**src/rtl/sfx_scheduler_pkg.sv**
```systemverilog
// Shared definitions for the sound-effect scheduler: state and source encodings,
// buzzer half-period divider constants and effect priority.
package sfx_scheduler_pkg;

   typedef enum logic [1:0] {
      StIdle     = 2'd0,
      StBgm      = 2'd1,
      StFx       = 2'd2,
      StOverDone = 2'd3
   } state_e;

   typedef enum logic [2:0] {
      SrcNone  = 3'd0,
      SrcBgm   = 3'd1,
      SrcLock  = 3'd2,
      SrcClear = 3'd3,
      SrcOver  = 3'd4
   } src_e;

   // 100 MHz / f / 2, integer arithmetic
   localparam logic [21:0] DivC4 = 22'd191570;
   localparam logic [21:0] DivE4 = 22'd151515;
   localparam logic [21:0] DivG4 = 22'd127551;
   localparam logic [21:0] DivC5 = 22'd95419;
   localparam logic [21:0] DivE5 = 22'd75757;

   function automatic logic [1:0] src_prio(src_e s);
      case (s)
         SrcOver:  return 2'd3;
         SrcClear: return 2'd2;
         SrcLock:  return 2'd1;
         default:  return 2'd0;
      endcase
   endfunction

endpackage

```
**src/rtl/sfx_scheduler_if.sv**
```systemverilog
// Request/step inputs and buzzer outputs of the sound-effect scheduler.
interface sfx_scheduler_if;
   logic        step;
   logic        req_over;
   logic        req_clear;
   logic [2:0]  clear_lines;
   logic        req_lock;
   logic        bgm_en;
   logic [21:0] note_div;
   logic [2:0]  src;
   logic        busy;

   modport master (
      output step, req_over, req_clear, clear_lines, req_lock, bgm_en,
      input  note_div, src, busy
   );

   modport slave (
      input  step, req_over, req_clear, clear_lines, req_lock, bgm_en,
      output note_div, src, busy
   );
endinterface

```
**src/rtl/sfx_rom.sv**
```systemverilog
// Combinational note table: maps (source, index) to a buzzer divider; 0 = silent
// or out of range.
module sfx_rom
   import sfx_scheduler_pkg::*;
#(
   parameter int unsigned STEP_MAX = 8
) (
   input  src_e        src,
   input  logic [2:0]  idx,
   output logic [21:0] div
);

   always_comb begin
      div = '0;
      case (src)
         SrcBgm: begin
            if (32'(idx) < STEP_MAX) begin
               case (idx)
                  3'd0:    div = DivC4;
                  3'd1:    div = DivE4;
                  3'd2:    div = DivG4;
                  3'd3:    div = DivE4;
                  3'd4:    div = DivC4;
                  3'd5:    div = DivG4;
                  3'd6:    div = DivC5;
                  default: div = DivG4;
               endcase
            end
         end
         SrcLock: begin
            if (idx == 3'd0) div = DivC5;
         end
         SrcClear: begin
            case (idx)
               3'd0:    div = DivC4;
               3'd1:    div = DivE4;
               3'd2:    div = DivG4;
               3'd3:    div = DivC5;
               3'd4:    div = DivE5;
               default: div = '0;
            endcase
         end
         SrcOver: begin
            // Index 3 is the closing rest.
            case (idx)
               3'd0:    div = DivG4;
               3'd1:    div = DivE4;
               3'd2:    div = DivC4;
               default: div = '0;
            endcase
         end
         default: div = '0;
      endcase
   end

endmodule

```
**src/rtl/sfx_scheduler.sv**
```systemverilog
// Buzzer scheduler: plays a looping background tune and preempts it with
// prioritised lock / line-clear / game-over jingles.
module sfx_scheduler
   import sfx_scheduler_pkg::*;
#(
   parameter int unsigned STEP_MAX = 8
) (
   input logic            clk,
   input logic            rst,
   sfx_scheduler_if.slave bus
);

   state_e      state_q, state_d;
   src_e        fx_src_q, fx_src_d, top, src_q, src_d;
   logic [2:0]  fx_idx_q, fx_idx_d, fx_last_q, fx_last_d;
   logic [2:0]  bgm_idx_q, bgm_idx_d, lines_q, lines_d, rom_idx;
   logic        pend_over_q, pend_clear_q, pend_lock_q;
   logic        pend_over_d, pend_clear_d, pend_lock_d;
   logic        grant, busy_q, busy_d;
   logic [21:0] note_div_q, note_div_d;

   always_comb begin
      if (pend_over_q)       top = SrcOver;
      else if (pend_clear_q) top = SrcClear;
      else if (pend_lock_q)  top = SrcLock;
      else                   top = SrcNone;
   end

   always_comb begin
      state_d   = state_q;
      fx_src_d  = fx_src_q;
      fx_idx_d  = fx_idx_q;
      fx_last_d = fx_last_q;
      bgm_idx_d = bgm_idx_q;
      grant     = 1'b0;
      case (state_q)
         StIdle: begin
            bgm_idx_d = '0;
            if (top != SrcNone) grant = 1'b1;
            else if (bus.bgm_en) state_d = StBgm;
         end
         StBgm: begin
            if (top != SrcNone) begin
               grant = 1'b1;
            end else if (!bus.bgm_en) begin
               state_d   = StIdle;
               bgm_idx_d = '0;
            end else if (bus.step) begin
               bgm_idx_d = (32'(bgm_idx_q) == STEP_MAX - 1) ? 3'd0 : bgm_idx_q + 3'd1;
            end
         end
         StFx: begin
            if (src_prio(top) > src_prio(fx_src_q)) begin
               grant = 1'b1;
            end else if (bus.step) begin
               if (fx_idx_q != fx_last_q) fx_idx_d = fx_idx_q + 3'd1;
               else if (fx_src_q == SrcOver) state_d = StOverDone;
               else if (top != SrcNone) grant = 1'b1;
               else state_d = bus.bgm_en ? StBgm : StIdle;
            end
         end
         default: ;
      endcase
      // A grant swallows any step of the same cycle so the first note lasts a full period.
      if (grant) begin
         state_d  = StFx;
         fx_src_d = top;
         fx_idx_d = '0;
         case (top)
            SrcOver:  fx_last_d = 3'd3;
            SrcClear: fx_last_d = lines_q;
            default:  fx_last_d = 3'd0;
         endcase
      end
   end

   always_comb begin
      if (bus.clear_lines == 3'd0)     lines_d = 3'd1;
      else if (bus.clear_lines > 3'd4) lines_d = 3'd4;
      else                             lines_d = bus.clear_lines;
   end

   // Any grant is the top request, so it always supersedes a pending lock.
   assign pend_over_d  = (state_q != StOverDone) &&
                         ((pend_over_q && !(grant && top == SrcOver)) || bus.req_over);
   assign pend_clear_d = (state_q != StOverDone) &&
                         ((pend_clear_q && !(grant && top >= SrcClear)) || bus.req_clear);
   assign pend_lock_d  = (state_q != StOverDone) &&
                         ((pend_lock_q && !grant) || bus.req_lock);

   always_comb begin
      case (state_d)
         StFx:    src_d = fx_src_d;
         StBgm:   src_d = SrcBgm;
         default: src_d = SrcNone;
      endcase
   end

   assign rom_idx = (state_d == StFx) ? fx_idx_d : bgm_idx_d;
   assign busy_d  = (state_d == StFx);

   sfx_rom #(
      .STEP_MAX(STEP_MAX)
   ) u_rom (
      .src(src_d),
      .idx(rom_idx),
      .div(note_div_d)
   );

   always_ff @(posedge clk) begin
      if (rst) begin
         state_q      <= StIdle;
         fx_src_q     <= SrcNone;
         fx_idx_q     <= '0;
         fx_last_q    <= '0;
         bgm_idx_q    <= '0;
         lines_q      <= 3'd1;
         pend_over_q  <= 1'b0;
         pend_clear_q <= 1'b0;
         pend_lock_q  <= 1'b0;
         src_q        <= SrcNone;
         note_div_q   <= '0;
         busy_q       <= 1'b0;
      end else begin
         state_q      <= state_d;
         fx_src_q     <= fx_src_d;
         fx_idx_q     <= fx_idx_d;
         fx_last_q    <= fx_last_d;
         bgm_idx_q    <= bgm_idx_d;
         if (bus.req_clear && state_q != StOverDone) lines_q <= lines_d;
         pend_over_q  <= pend_over_d;
         pend_clear_q <= pend_clear_d;
         pend_lock_q  <= pend_lock_d;
         src_q        <= src_d;
         note_div_q   <= note_div_d;
         busy_q       <= busy_d;
      end
   end

   assign bus.note_div = note_div_q;
   assign bus.src      = src_q;
   assign bus.busy     = busy_q;

endmodule
```
**src/flat_wrapper.sv**
```systemverilog
// flat-port wrapper written by rule: the top's interface ports become plain ports
module sfx_scheduler_flat import sfx_scheduler_pkg::*;
#(
   parameter int unsigned STEP_MAX = 8
)
  (clk, rst, bus_step, bus_req_over, bus_req_clear, bus_clear_lines, bus_req_lock, bus_bgm_en, bus_note_div, bus_src, bus_busy);
  sfx_scheduler_if bus_i ();
  input logic clk;
  input logic rst;
  input wire logic [$bits(bus_i.step)-1:0] bus_step;
  input wire logic [$bits(bus_i.req_over)-1:0] bus_req_over;
  input wire logic [$bits(bus_i.req_clear)-1:0] bus_req_clear;
  input wire logic [$bits(bus_i.clear_lines)-1:0] bus_clear_lines;
  input wire logic [$bits(bus_i.req_lock)-1:0] bus_req_lock;
  input wire logic [$bits(bus_i.bgm_en)-1:0] bus_bgm_en;
  output wire logic [$bits(bus_i.note_div)-1:0] bus_note_div;
  output wire logic [$bits(bus_i.src)-1:0] bus_src;
  output wire logic [$bits(bus_i.busy)-1:0] bus_busy;
  assign bus_i.step = bus_step;
  assign bus_i.req_over = bus_req_over;
  assign bus_i.req_clear = bus_req_clear;
  assign bus_i.clear_lines = bus_clear_lines;
  assign bus_i.req_lock = bus_req_lock;
  assign bus_i.bgm_en = bus_bgm_en;
  assign bus_note_div = bus_i.note_div;
  assign bus_src = bus_i.src;
  assign bus_busy = bus_i.busy;
  sfx_scheduler #(.STEP_MAX(STEP_MAX)) u_core (.clk(clk), .rst(rst), .bus(bus_i));
endmodule
```
**config.mk**
```make
export PLATFORM = sky130hd
export DESIGN_NAME = sfx_scheduler_flat
export DESIGN_NICKNAME = d
export VERILOG_FILES = /design/src/rtl/sfx_scheduler_pkg.sv /design/src/rtl/sfx_scheduler_if.sv /design/src/rtl/sfx_rom.sv /design/src/rtl/sfx_scheduler.sv /design/src/flat_wrapper.sv
export SDC_FILE = /design/constraint.sdc
export NUM_CORES = 1
export LEC_CHECK = 0
export CORE_MARGIN = 2
export CORE_UTILIZATION = 40
export DETAILED_ROUTE_END_ITERATION = 10
export SLEW_MARGIN = 30
export SYNTH_ARGS = -nofsm -noshare
export SYNTH_HDL_FRONTEND = slang
export SYNTH_HIERARCHICAL = 1
export SYNTH_SLANG_ARGS = --single-unit
```
**constraint.sdc**
```tcl
create_clock -name clk -period 5.3 [get_ports clk]
set_clock_uncertainty 0.1 [all_clocks]
set_input_delay 1.06 -clock clk [delete_from_list [all_inputs] [get_ports clk]]
set_output_delay 1.06 -clock clk [all_outputs]
set_load 0.02 [all_outputs]
```
Word-level counts from Yosys, hierarchy flattened
Index checks and enable logic that the tools add are counted.
- output and inout bits: 26
- input bits: 10
- logic and storage cells: 107
- register bits after elaboration: 46
- mux-type cells: 46
- eq/ne operators: 22
- reductions and logical operators: 22
- $lt $le $gt $ge: 3
- add/subtract/negate cells: 2
- operator list (cell ; number):
    case mux 18 bit (3 select lines) ; 2
    case mux 18 bit (5 select lines) ; 1
    case mux 22 bit (4 select lines) ; 1
    2-to-1 mux 3 bit ; 15
    2-to-1 mux 2 bit ; 13
    == test 3 x 2 -> 1 bit, second input constant ; 8
    == test 3 bit, second input constant ; 6
    case mux 2 bit (3 select lines) ; 3
    case mux 3 bit (2 select lines) ; 3
    2-to-1 mux 17 bit ; 1
    logical AND 1 bit ; 9
    adder 3 x 1 -> 3 bit, second input constant ; 2
    == test 3 x 1 -> 1 bit, second input constant ; 2
    logical NOT 3 bit ; 2
    2-to-1 mux 1 bit ; 6
    OR reduction 2 bit ; 3
    == test 2 x 1 -> 1 bit, second input constant ; 2
    == test 2 bit, second input constant ; 2
    >= comparator 3 x 2 -> 1 bit, second input constant ; 1
    greater-than comparator 3 bit, second input constant ; 1
    logical NOT 1 bit ; 3
    logical OR 1 bit ; 3
    != test 3 bit ; 1
    nonzero test 3 bit ; 1
    other kinds (4) ; 4

Longest topological paths before layout
Gate-level depths: netlist of run 1.
- depth in word-level cells: 17
- mapped depth: 19
- depth with buffers taken out: 15

Cells and area by module
The synthesis of run 1 kept the hierarchy.
- modules (own cells, without submodules) (module ; instances ; cells each ; seq. area each (sq um) ; area each (sq um)):
    sfx_scheduler ; 1 ; 198 ; 920.9 ; 1946.9
    sfx_rom ; 1 ; 91 ; 0.0 ; 611.8

Least setup slack after synthesis of run 1
OpenSTA, ideal clock, no wires.
- path kind: reg2reg
- start point: register u_core.fx_src_q[2]
- end point: register u_core.note_div_q[17], in the netlist u_core/bus.note_div[17]
- setup slack: 1.415 ns
- stages on the path, launching flop included: 16
- arrival time: 3.656 ns
- setup time: 0.128 ns
- path buffers: 2
- path through: dfxtp_1 -> nor3b_2 -> a21oi_1 -> ha_1 -> and2b_2 -> a2bb2oi_1 -> o41ai_1 -> nand2_1 -> ha_1 -> o31ai_1 -> buf_2 -> nor3b_1 -> a211oi_1 -> o22ai_1 -> buf_4 -> nor2b_1
- elaborated cells between the ends (all ways): 41
- those cells by class: order compare (1); eq/ne (14); mux (23); reduce/logical (3)
- RTL lines (item ; line ; RTL):
    start: declaration ; sfx_scheduler.sv:14 ; src_e fx_src_q, fx_src_d, top, src_q, src_d;
    start signal: assignment ; sfx_scheduler.sv:113 ; fx_src_q <= SrcNone;
    start signal: assignment ; sfx_scheduler.sv:126 ; fx_src_q <= fx_src_d;
    == test 3 x 2 -> 1 bit / == test 3 bit (equally long branches) ; sfx_scheduler_pkg.sv:28, sfx_scheduler.sv:57 ;
    case mux 2 bit (3 select lines), or another cell as far along ; sfx_scheduler_pkg.sv:28 ; case (s)
    2-to-1 mux 2 bit, or another cell as far along ; sfx_scheduler.sv:36 ; case (state_q)
    greater-than comparator 2 bit, or another cell as far along ; sfx_scheduler.sv:53 ; if (src_prio(top) > src_prio(fx_src_q)) begin
    2-to-1 mux 2 bit / 2-to-1 mux 1 bit (equally long branches) ; sfx_scheduler.sv:53 ;
    case mux 2 bit (3 select lines) / case mux 1 bit (2 select lines) (equally long branches) ; sfx_scheduler.sv:36 ;
    2-to-1 mux 2 bit ; sfx_scheduler.sv:65 ; if (grant) begin
    == test 2 x 1 -> 1 bit / == test 2 bit (equally long branches) ; sfx_scheduler.sv:92 ; case (state_d)
    case mux 3 bit (2 select lines) * ; sfx_scheduler.sv:92 ;
    via u_core.src_d[0] ; sfx_scheduler.sv:14 ;
    == test 3 bit, or another cell as far along ; sfx_rom.sv:15 ; case (src)
    case mux 22 bit (4 select lines) * ; sfx_rom.sv:15 ;
    via u_core.note_div_d[17] ; sfx_scheduler.sv:20 ; logic [21:0] note_div_q, note_div_d;
    end signal: assignment ; sfx_scheduler.sv:135 ; note_div_q <= note_div_d;
    end: declaration ; sfx_scheduler.sv:20 ;
The timed path passes the listed nets; every way through them passes the cells marked *. The select of a mux whose other input is x is not followed.
A chain may end at the register's enable or synchronous reset.

Worst setup path in the final report of run 1
- start point: register u_core.fx_src_q[2]
- end point: register u_core.note_div_q[4], in the netlist u_core/bus.note_div[4]
- word-level cells in the longest chain between the ends: 12
- elaborated cells between the ends (all ways): 38
- those cells by class: order compare (1); eq/ne (13); mux (23); reduce/logical (1)
- RTL lines (item ; line ; RTL):
    == test 3 x 2 -> 1 bit / == test 3 bit (equally long branches) ; sfx_scheduler_pkg.sv:28, sfx_scheduler.sv:57 ;
    case mux 2 bit (3 select lines), or another cell as far along ; sfx_scheduler_pkg.sv:28 ;
    2-to-1 mux 2 bit, or another cell as far along ; sfx_scheduler.sv:36 ;
    greater-than comparator 2 bit, or another cell as far along ; sfx_scheduler.sv:53 ;
    2-to-1 mux 2 bit / 2-to-1 mux 1 bit (equally long branches) ; sfx_scheduler.sv:53 ;
    case mux 2 bit (3 select lines) / case mux 1 bit (2 select lines) (equally long branches) ; sfx_scheduler.sv:36 ;
    2-to-1 mux 2 bit * ; sfx_scheduler.sv:65 ;
    == test 2 bit * ; - ;
    via u_core.busy_d ; sfx_scheduler.sv:19 ; logic grant, busy_q, busy_d;
    2-to-1 mux 3 bit * ; sfx_scheduler.sv:99 ; assign rom_idx = (state_d == StFx) ? fx_idx_d : bgm_idx_d;
    via u_core.rom_idx[1] ; sfx_scheduler.sv:16 ; logic [2:0] bgm_idx_q, bgm_idx_d, lines_q, lines_d, rom_idx;
    == test 3 bit, or another cell as far along ; sfx_rom.sv:34 ; case (idx)
    case mux 18 bit (5 select lines), or another cell as far along ; sfx_rom.sv:34 ;
    case mux 22 bit (4 select lines) * ; sfx_rom.sv:15 ;
Marks and branches as above.

==> flow_summary.ini, run 1 <==
[sta]
timing.final.crit_share = 0.813
drv_slew = 0
rsz0062_at_grt = no
worst_pin_slew_ns = 0.625
hold_viol = 0
fmax_mhz = 232
relSlewSlack = 0.579
period_needed_ns = 4.31
setup_viol = 0
setup_tns_ns = 0
holdWs_ns = 0.371

[cts]
clock_latency_ns = 0.29
cts_tree = built
clockBufferDepth = 2
cts_buffers = 5
post_cts_resized = 0
cts_hold_buf = 0
cts_root_buf = clkbuf_8
cts_setup_buffers = 0
cts.clk_slew.worst_paths_ns = 0.09
cts.htree.levels = 2
clock-sinks = 46

[logic_synthesis]
synth_top_family_by_area = simple AND/OR/NAND/NOR gates
synth.yosys.seq_area_share = 0.360
synth_adder_area_share = 0.0342
synth-xor-area-share = 0.0274
synth_ff_type = dfxtp_1
synth_most_common_cell = dfxtp_1
syn_inst = 289
avgSynthCellArea_um2 = 8.85
ys_top_cells_by_count = dfxtp_1, nor2b_1, nor2_1, a21oi_1, buf_4
ys_ff_latch = 46
synth_top_cell_area_share = 0.360
synthSimpleGateAreaFrac = 0.286
ys_types = 62
syn_area_um2 = 2560
ys_warn_count = 6
synthTopCellsByArea = dfxtp_1, nor2b_1, a21oi_1, nor2_1, ha_1
synth-edff-count = 0
synth_area_leader_cell = dfxtp_1
synth.area.mux_share = 0.0249
synthArstFlopShare = 0
synth_compound_area_frac = 0.184

[die]
die_w_um = 84.0
io_pins = 36
die_y_um = 84.0
start_util = 0.408
dieArea_um2 = 7050
core_um2 = 6280
rows = 29

[grt]
overflow = 0
grt_max_degree = 30
grt-busiest-layer = met2
grt_use_met2 = 0.228
antenna_found_initial = 0
grt_use_total = 0.152
use_met3 = 0.0227
grt_pass1_vias = 1889
use_met1 = 0.223
grt_pass1_wl_um = 8930

[power_and_ir_drop]
internal-power_mw = 0.716
switching_power_mw = 0.366
combPwrFrac = 0.370
leakagePower_nw = 1.14
clkPwrFrac = 0.248
swShare = 0.338
power_density_nw_per_um2 = 360
vdd_ir_drop_max_v = 0.000140
power_frac_seq = 0.382

[routing]
post_drt_wl_per_cell_um = 13.5
wirelength_um = 5310
dr.first_iter.drc_count = 85
antenna_left = 0
drc_errors = 0
dr_total_vias = 2098
viasPerCell = 5.35
firstDrtPassIters = 4

[placed_design]
port_buffers = 35
place.gp.congestion = 0.796
dpl_cell_area_um2 = 2890
dp_hpwl_um = 3750

[finish]
n_antenna_cell = 0
fin_nets = 331
drive_gt1_frac = 0.121
post-route-util = 0.479
areaGrowthSynthToFinish_pct = 17.6
final_area_um2 = 3010

[worst_setup_path]
worstSetupPathType = reg2reg
crit_arrival_ns = 4.44
critPathLaunchType = flop
slowest_delay_ns = 0.55
critPathCapture = u_core/bus.note_div[4]$_SDFF_PP0_
crit_fanout = 19
crit_slowest_cell = o41ai_1
crit_path_end_kind = flop
rrSetupSlack_ns = 0.99
worstPathRequired_ns = 5.43
rr_worst_depth = 15
path_cells = nor3b_2, a21oi_1, ha_1, and2b_2, a2bb2oi_1, o41ai_1, nand2_1, ha_1, nand2_1, o22ai_1, buf_4, nor3b_2, nor3_1, o32ai_1, nor2b_1
regToRegEndpoint = u_core/bus.note_div[4]$_SDFF_PP0_
reg2reg_from = u_core/fx_src_q[2]$_SDFF_PP0_
crit_start = u_core/fx_src_q[2]$_SDFF_PP0_

[run]
drv_cap = 0

[run_status]
status = complete, no violations

[hold_path]
min_path_type = reg2reg
-- layout by cell type, fill, tap and decap left out, drive strengths merged, types with 2 or more instances in the layout --
cell           synthesis  layout
o21ai                  4       4
and3                   2       2
nand2                  9       9
a211oi                 4       4
xor2                   2       2
or2                    4       4
buf                   22       7
o211ai                11      11
o31ai                  2       2
nand4b                 2       2
conb                   1       4
nor2                  28      28
clkdlybuf4s50          0      35
nor2b                 31      31
nor3b                  5       5
o22ai                  7       7
ha                     7       7
mux2i                  6       6
nand3b                 3       3
nand4                  2       2
nor3                   8       8
inv                    9      10
nand2b                 8       8
a22oi                  3       3
clkbuf                 5       5
nand3                  3       3
and2                   2       2
xnor2                  6       6
o32ai                  2       2
nor4b                  3       3
or3                    5       5
a21oi                 21      21
dfxtp                 46      46
-- critical path, delay by kind of cell, from the launching register on --
family / cells / cell delay, ns
AO/OA/AOI/OAI: 5 / 1.33
adder cells (fa/ha/maj): 2 / 0.62
buffers and inverters: 1 / 0.21
flip-flops: 1 / 0.42
AND/OR/NAND/NOR: 7 / 1.57
-- layout make-up --
cell class	instances	area [um^2]
clock buffer	5	68.8
clock inverter	3	48.8
fill	598	3270
inverter	9	33.8
multi-input combinational	210	1440
sequential	46	921
tap	77	96.3
timing repair buffer	42	403
-- how the worst min path moves through the flow --
stage                                                start                          endpoint  depth (start not counted)
after global placement      u_core/lines_q[1]$_SDFFE_PP0P_    u_core/lines_q[1]$_SDFFE_PP0P_                          2
after floorplan           u_core/fx_last_q[2]$_SDFFE_PP0N_  u_core/fx_last_q[2]$_SDFFE_PP0N_                          2
final                       u_core/lines_q[1]$_SDFFE_PP0P_    u_core/lines_q[1]$_SDFFE_PP0P_                          2
after detailed placement    u_core/lines_q[1]$_SDFFE_PP0P_    u_core/lines_q[1]$_SDFFE_PP0P_                          2
after global routing        u_core/lines_q[1]$_SDFFE_PP0P_    u_core/lines_q[1]$_SDFFE_PP0P_                          2
after CTS                   u_core/lines_q[1]$_SDFFE_PP0P_    u_core/lines_q[1]$_SDFFE_PP0P_                          2
-- per-stage QoR --
stage / power, mW / setup WS, ns / std cells
floorplan: 0.726 / 1.42 / 292
global placement: 0.817 / 0.862 / 384
detailed placement: 0.819 / 0.766 / 384
CTS: 1.09 / 1.00 / 392
global route: 1.15 / 0.593 / 392
finish: 1.08 / 0.994 / 392
-- metal layers --
layer / share of wire / vias to the layer above
li1: - / 1058
met1: 0.50 / 976
met2: 0.44 / 59
met3: 0.046 / 5
met4: 0.0096 / 0
met5: 0 / -
-- logic make-up after synthesis --
group           count (synthesis)
simple gates                  119
compound gates                 66
flops                          46
buf+inv                        36
xor+xnor                        8
fa+ha+maj                       7
mux                             6
other cells                     1
-- state kept, by name, indices dropped and copies added, names as in the netlist, 2 cells and up --
signal	flops
u_core/bus.src	3
u_core/lines_q	3
u_core/bus.note_div	22
u_core/fx_last_q	3
u_core/state_q	2
u_core/fx_idx_q	3
u_core/fx_src_q	3
u_core/bgm_idx_q	3
-- power by group through the flow --
stage	registers, mW	clock network, mW	logic [mW]
4_1_cts	0.414	0.279	0.399
5_1_grt	0.420	0.291	0.438
6_report	0.413	0.269	0.400
2_1_floorplan	0.456	0	0.271
3_5_place_dp	0.422	0	0.397
3_3_place_gp	0.422	0	0.396
Power figures use the tool's default switching activity.
==> run 2: changes to the inputs <==
Clock period 5.3 ns to 4.5 ns, I/O delays scaled along.
==> flow_summary.ini, run 2 (synthesized netlist as in run 1, its figures left out) <==
[run_status]
status = complete, no violations

[placed_design]
place.gp.congestion = 0.891
dp_hpwl_um = 3780
dp_slack_ns = 0.185
dpl_cell_area_um2 = 2920
port_buffers = 35

[finish]
register_area_um2 = 921
largest_reg_flops = 22
drive_gt1_frac = 0.138
n_antenna_cell = 0
post-route-util = 0.486
areaGrowthSynthToFinish_pct = 19.1
mostFrequentLayoutCell = dfxtp_1
final_area_um2 = 3050
multi_input_area_um2 = 1450
final_cell_mix = dfxtp_1, clkdlybuf4s50_1, nor2b_1, nor2_1, a21oi_1
fillers = 601
fin_nets = 335

[power_and_ir_drop]
clkPwrFrac = 0.244
power_frac_seq = 0.379
power_density_nw_per_um2 = 420
vdd_ir_drop_max_v = 0.000184
internal-power_mw = 0.847
switching_power_mw = 0.432
swShare = 0.338
leakagePower_nw = 1.16
combPwrFrac = 0.377
finalPower_mw = 1.28

[grt]
grt_pass1_wl_um = 9040
grt_max_degree = 25
antenna_found_initial = 0
grt_use_met2 = 0.238
grt-busiest-layer = met2
use_met1 = 0.212
overflow = 0
use_met3 = 0.0297
grt_use_total = 0.153
grt_pass1_vias = 1964

[routing]
wirelength_um = 5260
drc_errors = 0
post_drt_wl_per_cell_um = 13.3
viasPerCell = 5.28
antenna_left = 0
firstDrtPassIters = 4
dr_total_vias = 2092
dr.first_iter.drc_count = 89

[sta]
timing.final.crit_share = 0.919
setup_tns_ns = 0
drv_slew = 0
period_needed_ns = 4.14
worst_pin_slew_ns = 0.696
setup_slack_ns = 0.365
fmax_mhz = 242
rsz0062_at_grt = no
relSlewSlack = 0.535
hold_viol = 0
setup_viol = 0

[run]
drv_cap = 0

[cts]
cts_tree = built
cts.clk_slew.worst_paths_ns = 0.09
cts_root_buf = clkbuf_8
clockBufferDepth = 2
cts_setup_buffers = 0
clock_latency_ns = 0.30
cts_buffers = 5
cts.htree.levels = 2
clock-sinks = 46

[worst_setup_path]
slowest_delay_ns = 0.42
path_buf_inv = 1
crit_path_end_kind = flop
crit_arrival_ns = 4.27
critPathTopFamily = compound AO/OA/AOI/OAI gates
worstSetupPathType = reg2reg
crit_fanout = 15
path_cells = nor3b_2, a21oi_1, ha_1, and2b_2, o211ai_1, o211a_1, nand2_1, ha_1, o31ai_1, buf_4, nor2b_1, a221oi_1, o22ai_1, nor2b_1
cp.depth = 14
critPathLaunchType = flop
rr_worst_depth = 14
worstPathRequired_ns = 4.63
crit_slowest_cell = dfxtp_1
rrSetupSlack_ns = 0.36

[die]
io_pins = 36
rows = 29
core_um2 = 6280
dieArea_um2 = 7050
start_util = 0.408
die_w_um = 84.0
die_y_um = 84.0

[hold_path]
hold_depth = 2
min_path_type = reg2reg
[run 2: path summary, 6_finish.rpt]
| kind | from | endpoint |
|---|---|---|
| max | u_core/fx_src_q[2]$_SDFF_PP0_ | u_core/bus.note_div[0]$_SDFF_PP0_ |
| min | u_core/fx_last_q[2]$_SDFFE_PP0N_ | u_core/fx_last_q[2]$_SDFFE_PP0N_ |
| max reg2reg | u_core/fx_src_q[2]$_SDFF_PP0_ | u_core/bus.note_div[0]$_SDFF_PP0_ |
| min reg2reg | u_core/fx_last_q[2]$_SDFFE_PP0N_ | u_core/fx_last_q[2]$_SDFFE_PP0N_ |
[run 2: metal layers]
layer	share of wire	vias up
li1	-	1068
met1	0.51	968
met2	0.44	50
met3	0.037	6
met4	0.014	0
met5	0	-
[run 2: through the flow]
stage | cells | hold slack (ns)
2_1_floorplan | 292 | 0.344
5_1_grt | 396 | 0.387
3_3_place_gp | 388 | 0.363
3_5_place_dp | 388 | 0.361
6_report | 396 | 0.369
4_1_cts | 396 | 0.375
[run 2: worst register-to-register path, cell delays in order (launching register included)]
cell	delay [ns]
dfxtp_1	0.42
nor3b_2	0.34
a21oi_1	0.09
ha_1	0.34
and2b_2	0.22
o211ai_1	0.31
o211a_1	0.37
nand2_1	0.10
ha_1	0.37
o31ai_1	0.26
buf_4	0.23
nor2b_1	0.39
a221oi_1	0.19
o22ai_1	0.21
nor2b_1	0.15
[run 2: power by group through the flow]
stage	Sequential, mW	Combinational (mW)	Clock (mW)
after detailed placement	0.495	0.474	0
after global placement	0.494	0.475	0
after CTS	0.485	0.478	0.322
final	0.484	0.482	0.312
after floorplan	0.537	0.319	0
after global routing	0.491	0.528	0.337
[run 2: layout make-up]
type	instances	share of cell area
clock inverters	3	0.0144
inverters	9	0.0111
well taps	77	0.0316
clock buffers	5	0.0226
flip-flops and latches	46	0.302
multi-input cells	210	0.476
repair buffers	46	0.142
[run 2: what timing repair did]
action | in CTS | in global routing
endpoints found under the setup margin | 0 | 7
gates resized for setup | 0 | 2
hold buffers | 0 | 0
